`config.mk`:
```
export PLATFORM = sky130hd
export DESIGN_NAME = seven_seg_scanner
export DESIGN_NICKNAME = d
export VERILOG_FILES = /design/src/rtl/seven_seg_scanner.sv
export SDC_FILE = /design/constraint.sdc
export NUM_CORES = 1
export LEC_CHECK = 0
export CAP_MARGIN = 20
export CORE_ASPECT_RATIO = 0.6
export CORE_MARGIN = 8
export CORE_UTILIZATION = 50
export DETAILED_ROUTE_END_ITERATION = 7
export HOLD_SLACK_MARGIN = 0.03
export PLACE_DENSITY = 0.81
export REMOVE_ABC_BUFFERS = 1
export SYNTH_ARGS = -nofsm -noshare
export SYNTH_HDL_FRONTEND = slang
export SYNTH_SLANG_ARGS = --single-unit
export TNS_END_PERCENT = 20
```
`constraint.sdc`:
```
create_clock -name clock -period 2.5 [get_ports clock]
set_input_delay 0.625 -clock clock [delete_from_list [all_inputs] [get_ports clock]]
set_output_delay 0.625 -clock clock [all_outputs]
set_load 0.02 [all_outputs]
```
`src/rtl/seven_seg_scanner.sv`:
```
// seven_seg_scanner: time-multiplexed driver for a 4-digit common-anode
// seven-segment display. The div_clock input is synchronized and
// edge-detected in the clock domain. Each detected rising edge steps the
// digit scan. A new frame (value and dp_en) is latched at the start of every
// scan pass. Anodes, segments and decimal point are active-low and registered.
// Optional feature macro: SEVEN_SEG_LZ_BLANK_EN (leading-zero blanking).
module seven_seg_scanner #(
    parameter int unsigned SYNC_STAGES = 2
) (
    input  logic        clock,
    input  logic        reset,
    input  logic        div_clock,
    input  logic [15:0] value,
    input  logic [3:0]  dp_en,
    input  logic        blank,
    output logic [3:0]  anode,
    output logic [6:0]  segs,
    output logic        dp,
    output logic [1:0]  digit_sel
);

    typedef enum logic {
        IDLE = 1'b0,
        SCAN = 1'b1
    } state_t;

    logic [SYNC_STAGES-1:0] sync;
    logic                   prev;
    logic                   synced;
    logic                   tick;

    state_t      state, state_n;
    logic [1:0]  sel_n;
    logic [15:0] frame_val, frame_val_n;
    logic [3:0]  frame_dp, frame_dp_n;

    logic [3:0]  nibble;
    logic [6:0]  decoded;
    logic [3:0]  lz_dark;
    logic        show;
    logic [3:0]  anode_n;
    logic [6:0]  segs_n;
    logic        dp_n;

    // Synchronizer chain plus previous-value flop for rising-edge detection
    always_ff @(posedge clock or posedge reset) begin
        if (reset) begin
            sync <= '0;
            prev <= 1'b0;
        end else begin
            sync <= {sync[SYNC_STAGES-2:0], div_clock};
            prev <= synced;
        end
    end

    assign synced = sync[SYNC_STAGES-1];
    assign tick   = synced & ~prev;

    // Scan state register: FSM, current slot and latched frame
    always_ff @(posedge clock or posedge reset) begin
        if (reset) begin
            state     <= IDLE;
            digit_sel <= 2'd0;
            frame_val <= '0;
            frame_dp  <= '0;
        end else begin
            state     <= state_n;
            digit_sel <= sel_n;
            frame_val <= frame_val_n;
            frame_dp  <= frame_dp_n;
        end
    end

    // Next-state logic: first tick starts scanning, each wrap relatches the frame
    always_comb begin
        state_n     = state;
        sel_n       = digit_sel;
        frame_val_n = frame_val;
        frame_dp_n  = frame_dp;
        case (state)
            IDLE: begin
                if (tick) begin
                    state_n     = SCAN;
                    frame_val_n = value;
                    frame_dp_n  = dp_en;
                end
            end
            SCAN: begin
                if (tick) begin
                    sel_n = digit_sel + 2'd1;
                    if (digit_sel == 2'd3) begin
                        frame_val_n = value;
                        frame_dp_n  = dp_en;
                    end
                end
            end
            default: state_n = IDLE;
        endcase
    end

    // Nibble select and hex font decode for the current slot
    always_comb begin
        nibble = frame_val[3:0];
        case (digit_sel)
            2'd0: nibble = frame_val[3:0];
            2'd1: nibble = frame_val[7:4];
            2'd2: nibble = frame_val[11:8];
            2'd3: nibble = frame_val[15:12];
            default: nibble = frame_val[3:0];
        endcase
        decoded = 7'b1111111;
        case (nibble)
            4'h0: decoded = 7'b1000000;
            4'h1: decoded = 7'b1111001;
            4'h2: decoded = 7'b0100100;
            4'h3: decoded = 7'b0110000;
            4'h4: decoded = 7'b0011001;
            4'h5: decoded = 7'b0010010;
            4'h6: decoded = 7'b0000010;
            4'h7: decoded = 7'b1111000;
            4'h8: decoded = 7'b0000000;
            4'h9: decoded = 7'b0010000;
            4'hA: decoded = 7'b0001000;
            4'hB: decoded = 7'b0000011;
            4'hC: decoded = 7'b1000110;
            4'hD: decoded = 7'b0100001;
            4'hE: decoded = 7'b0000110;
            4'hF: decoded = 7'b0001110;
            default: decoded = 7'b1111111;
        endcase
    end

    // Leading-zero suppression mask; a digit with its decimal point set stays lit
    always_comb begin
        lz_dark = '0;
`ifdef SEVEN_SEG_LZ_BLANK_EN
        lz_dark[1] = (frame_val[15:4]  == 12'h000) && !frame_dp[1];
        lz_dark[2] = (frame_val[15:8]  == 8'h00)   && !frame_dp[2];
        lz_dark[3] = (frame_val[15:12] == 4'h0)    && !frame_dp[3];
`endif
    end

    // Pin values for the next edge: dark in IDLE, while blanked, or when suppressed
    always_comb begin
        show    = (state == SCAN) && !blank && !lz_dark[digit_sel];
        anode_n = '1;
        segs_n  = '1;
        dp_n    = 1'b1;
        if (show) begin
            anode_n = ~(4'b0001 << digit_sel);
            segs_n  = decoded;
            dp_n    = ~frame_dp[digit_sel];
        end
    end

    // Output register, refreshed every cycle
    always_ff @(posedge clock or posedge reset) begin
        if (reset) begin
            anode <= '1;
            segs  <= '1;
            dp    <= 1'b1;
        end else begin
            anode <= anode_n;
            segs  <= segs_n;
            dp    <= dp_n;
        end
    end

endmodule
```
# [After elaboration in Yosys (flattened, before gate mapping)]
# Memory sizes are Yosys's and may differ from the RTL's.
# Cells that the tools add are included.
[word_totals] ff_bits=38 latchBits=0 mem_bits_rw=0 rom_bits=112 inputBits=24 output_inout_bits=14 wordCells=49 memories=1
[op_classes] n_addsub=1 multipliers=0 div_mod_pow=0 magnitude_cmp=1 n_eq_ne=6 n_shift=1 mux=18 n_bitwise=5 n_reduce_logical=7
[mem_list] memory="(no name shown)" words=16 word_bits=7 read_ports=1 rd_clocked_by_memory_dff=0 wr=0 line_no="112" rtl="case (nibble)"
[op_table] op="$mux W16" n=3
[op_table] op="$pmux W16 S2" n=1
[op_table] op="$mux W4" n=4
[op_table] op="$pmux W4 S4" n=1
[op_table] op="$pmux W4 S2" n=1
[op_table] op="$mux W7" n=1
[op_table] op="$mux W1" n=5
[op_table] op="$bmux W1 S2" n=2
[op_table] op="$eq A2 B2 Y1 const B" n=2
[op_table] op="$ne A2 B2 Y1 const B" n=2
[op_table] op="$not A4 Y4" n=1
[op_table] op="$shl A1 B2 Y4 const A" n=1
[op_table] op="$lt A2 B3 Y1 const B" n=1
[op_table] op="$not A1 Y1" n=3
[op_table] op="$reduce_and A3 Y1" n=1
[op_table] op="$add A2 B1 Y2 const B" n=1
[op_table] op="$eq A2 B1 Y1 const B" n=1
[op_table] op="$logic_and A1 B1 Y1" n=2
[op_table] op="$logic_not A1 Y1" n=2
[op_table] op="$logic_not A2 Y1" n=1
[op_table] op="$ne A2 B1 Y1 const B" n=1
[op_table] op="$reduce_and A2 Y1" n=1
[op_table] op="$and A1 B1 Y1" n=1

# [Depth between registers and ports, before layout]
[logic_depth] depth_word=5 ltp_mapped=11

# [Least setup slack after synthesis]
# Ideal clock, no wire load.
[synth_timing] kind="register -> register" start="reg digit_sel[0]" end="reg segs[3]" arrival_time_ns=2.221 path_slack_ns=0.182 stages_incl_launch_ff=10 n_path_buf=0 period_less_slack_ns=2.318 cell_sequence="dfrtp_1 -> inv_1 -> ha_1 -> inv_1 -> mux2i_1 -> inv_1 -> ha_1 -> nor2_2 -> a2111oi_2 -> a31oi_1"
[synth_between] elab_chain_cells=5
[synth_rtl] element="from (decl)" line_no="19" rtl="output logic [1:0] digit_sel"
[synth_rtl] element="from (signal assigned)" line_no="68" rtl="digit_sel <= sel_n;"
[synth_rtl] element="parallel branches: the longest is 4 deep, another holds $mem_v2 Z16 W7"
[synth_rtl] element="$mux W7 (*)" line_no="149" rtl="if (show) begin"
[synth_rtl] element="named net segs_n[3]" line_no="42" rtl="logic [6:0] segs_n;"
[synth_rtl] element="to (signal assigned)" line_no="164" rtl="segs <= segs_n;"
[synth_rtl] element="to (decl)" line_no="17" rtl="output logic [6:0] segs,"
# Mark *: on every way through the listed nets, which the timed path passes. The select of a mux whose other input is x is not followed.
# A chain may end at the register's enable or synchronous reset.

# [Final worst setup path]
# Same ends and word-level chain as after synthesis.

==> flow_summary.ini <==
[clock_network]
cts_setup_buffers = 0
cts_buffers = 5
insertion_delay_ns = 0.29
cts_tree = built
path_clk_slew_ns = 0.07
cts-root-buf = clkbuf_8
numClockSinks = 38
clockBufferDepth = 2
cts_htree_levels = 2
cts_hold_buf = 0

[logic_synthesis]
ys_top_cells_by_area = dfrtp_1 (38%), dfstp_2 (18%), mux2_2 (12%), ha_1 (7.2%), nand2_1 (2.4%)
netlist_area_um2 = 1732
synth_top_family_by_area = multiplexers
synth-simple-area-share_pct = 6.358
yosysSeqAreaShare_pct = 55.78
syn_avg_cell_area_um2 = 12.73
synth-main-ff-cell = dfrtp_1
async_flop_share_pct = 100.0
synthMuxAreaShare_pct = 16.62
syn_inst = 136
synthXorXnorAreaFrac_pct = 0.5058
synth_top_area_share_pct = 37.57
yosys_warnings = 0
synthAdderAreaFrac_pct = 7.225
synth_edf_count = 0
yosysUniqueCellTypes = 28
synth_seq_cells = 38
synth_compound_area_share_pct = 9.610
yosys.area.top_type = dfrtp_1

[setup_path]
path_delay_family = adder cells
cp_max_fo = 6
critPathKind = reg2reg
cp-start-kind = flop
critPathBufInv = 3
cp_slowest_stage_delay_ns = 0.44
crit_arrival_ns = 2.59
crit_path_top_delay_cell = dfrtp_2
worstSetupEndpointType = flop
crit_chain = inv_1 -> ha_1 -> inv_1 -> mux2i_4 -> inv_2 -> ha_1 -> nor2_2 -> a2111oi_2 -> a31oi_1
crit_required_ns = 2.69

[floorplan]
placementRows = 16
die_w_um = 91.98
initial_utilization_pct = 52.74
core-area_um2 = 3283
pin_count = 38
die-area_um2 = 5664
die_h_um = 61.59

[power]
p_clk_share_pct = 13.4
p_int_mw = 1.910
switchingPower_mw = 1.279
power.leakage_nw = 0.9649
seq_power_share_pct = 34.0
power_mw = 3.189
p_per_area_nw_per_um2 = 1395
vdd_ir_drop_max_mv = 0.6675
p_comb_share_pct = 52.6
p_sw_share_pct = 40.11

[min_path]
min_path_type = reg2reg

[global_routing]
grt_pass1_wl_um = 6589
grt_max_degree = 39
first_global_vias = 1313
antenna_found_initial = 0
grtUsageTotal_pct = 15.14
grt.overflow.total = 0

[drt]
final_antenna_net_count = 0
drt_first_pass_iters = 5
route.detailed.drc = 0
first_iter_violations = 78
vias = 1220
via_per_inst = 5.398
wirelength_um = 3883
avgRoutedWirePerCell_um = 17.18

[sta]
fmax_mhz = 417.0
hold_violations = 0
rsz0062_at_grt = true
setup_tns_ns = 0
setup_violations = 0
tightest_slew_ns = 0.5930
min_period_over_period_pct = 95.93
timing.final.crit_period_ns = 2.398
fin_skew_ns = 0.009116
drv_slew = 0
maxSlewHeadroom_pct = 60.47

[place]
hpwlAfterDp_um = 2896
globalplace.congestion = 0.8699
portBuffers = 37

[cells_and_area]
multi_input_area_um2 = 724.4
fill_cells = 232
layout.nets = 214
antenna_cells = 0
syn_to_final_growth_pct = 32.01
utilization_pct = 69.63
drive_gt1_share_pct = 29.83
regArea_um2 = 968.4

[job]
maxCapViolations = 0

[run_status]
status = finished clean
cell usage after synthesis (3+ instances only):
library cell	count
dfrtp_1	26
mux2_2	19
dfstp_2	12
nand2_1	11
ha_1	10
inv_1	10
o21ai_0	7
a21oi_1	5
a222oi_1	4
mux2i_1	4
a31oi_1	3
buf_2	3
nand2b_1	3
nor2_1	3
repair_timing:
item | 4_1_cts | 5_1_grt
endpoints found under the setup margin | 1 | 7
pin swaps | 0 | 1
gates resized for setup | 3 | 6
state kept, by name, summed over array words and instances, names as in the netlist:
signal     count
anode          4
digit_sel      2
dp             1
frame_dp       4
frame_val     16
prev           1
segs           7
state          1
sync           2
area by class of cell:
class	count	area share, %
Sequential cell	38	42.36
Multi-Input combinational cell	83	31.69
Timing Repair Buffer	42	17.84
Clock buffer	7	3.777
Tap cell	45	2.463
Inverter	10	1.642
Clock inverter	1	0.2189
path summary, 6_finish.rpt:
path	start	to	slack [ns]	depth (start not counted)
min	sync[0]	sync[1]	0.35	0
max in group asynchronous	reset	segs[1]	1.40	3
min reg2reg	sync[0]	sync[1]	0.35	0
max	digit_sel[0]	segs[3]	0.10	9
max reg2reg	digit_sel[0]	segs[3]	0.10	9
min in group asynchronous	reset	frame_val[14]	0.73	3
logic make-up (layout without fill, tap and decap cells):
logic type | count (synthesis) | after routing
buffers and inverters | 15 | 60
AO/OA/AOI/OAI | 24 | 24
XOR/XNOR | 1 | 1
multiplexers | 25 | 25
adder cells (fa/ha/maj) | 10 | 10
flip-flops | 38 | 38
AND/OR/NAND/NOR | 23 | 23
layout by cell type, fill, tap and decap left out, types with 2 or more instances in the layout:
cell	netlist	layout
dfstp_2	12	12
o221ai_1	2	2
a21oi_1	5	3
clkbuf_8	0	6
dfrtp_1	26	24
a21oi_2	0	2
nor2b_1	2	2
a31oi_1	3	3
nand2b_1	3	3
ha_1	10	9
inv_1	10	9
mux2i_1	4	3
nor2_1	3	3
o21ai_0	7	6
nand2_1	11	11
mux2_2	19	19
dfrtp_2	0	2
buf_4	0	5
clkdlybuf4s50_1	0	37
a222oi_1	4	4
stage by stage:
stage          std cells  setup slack (ns)  cell area [um^2]  hold WS, ns
2_1_floorplan        131           0.03246              1702       0.3312
4_1_cts              226           0.01281              2273       0.3499
5_1_grt              226          -0.06163              2286       0.3526
3_5_place_dp         218          -0.03640              2170       0.3347
3_3_place_gp         218            0.1512              2170       0.3353
6_report             226            0.1018              2286       0.3486
power by group through the flow:
stage	logic [mW]	clock network (mW)	registers, mW
6_report	1.68	0.427	1.08
5_1_grt	1.84	0.467	1.12
4_1_cts	1.64	0.432	1.08
3_5_place_dp	1.58	0	1.09
3_3_place_gp	1.48	0	1.07
2_1_floorplan	0.931	0	1.18
layer usage:
layer  share of wire, %  vias up  track usage, %
met4                1.5        0           7.045
met3                7.8        9           5.474
li1                   -      561               -
met5                  0        -               0
met2                 47       48           24.49
met1                 43      602           18.01
worst register-to-register path, delay by kind of cell (launching register included):
kind,cells,cell delay [ns]
simple gates,1,0.06
buf+inv,3,0.45
compound gates,2,0.42
flops,1,0.44
mux,1,0.37
fa+ha+maj,2,0.56
No activity file was read; power rests on OpenSTA's default activity.
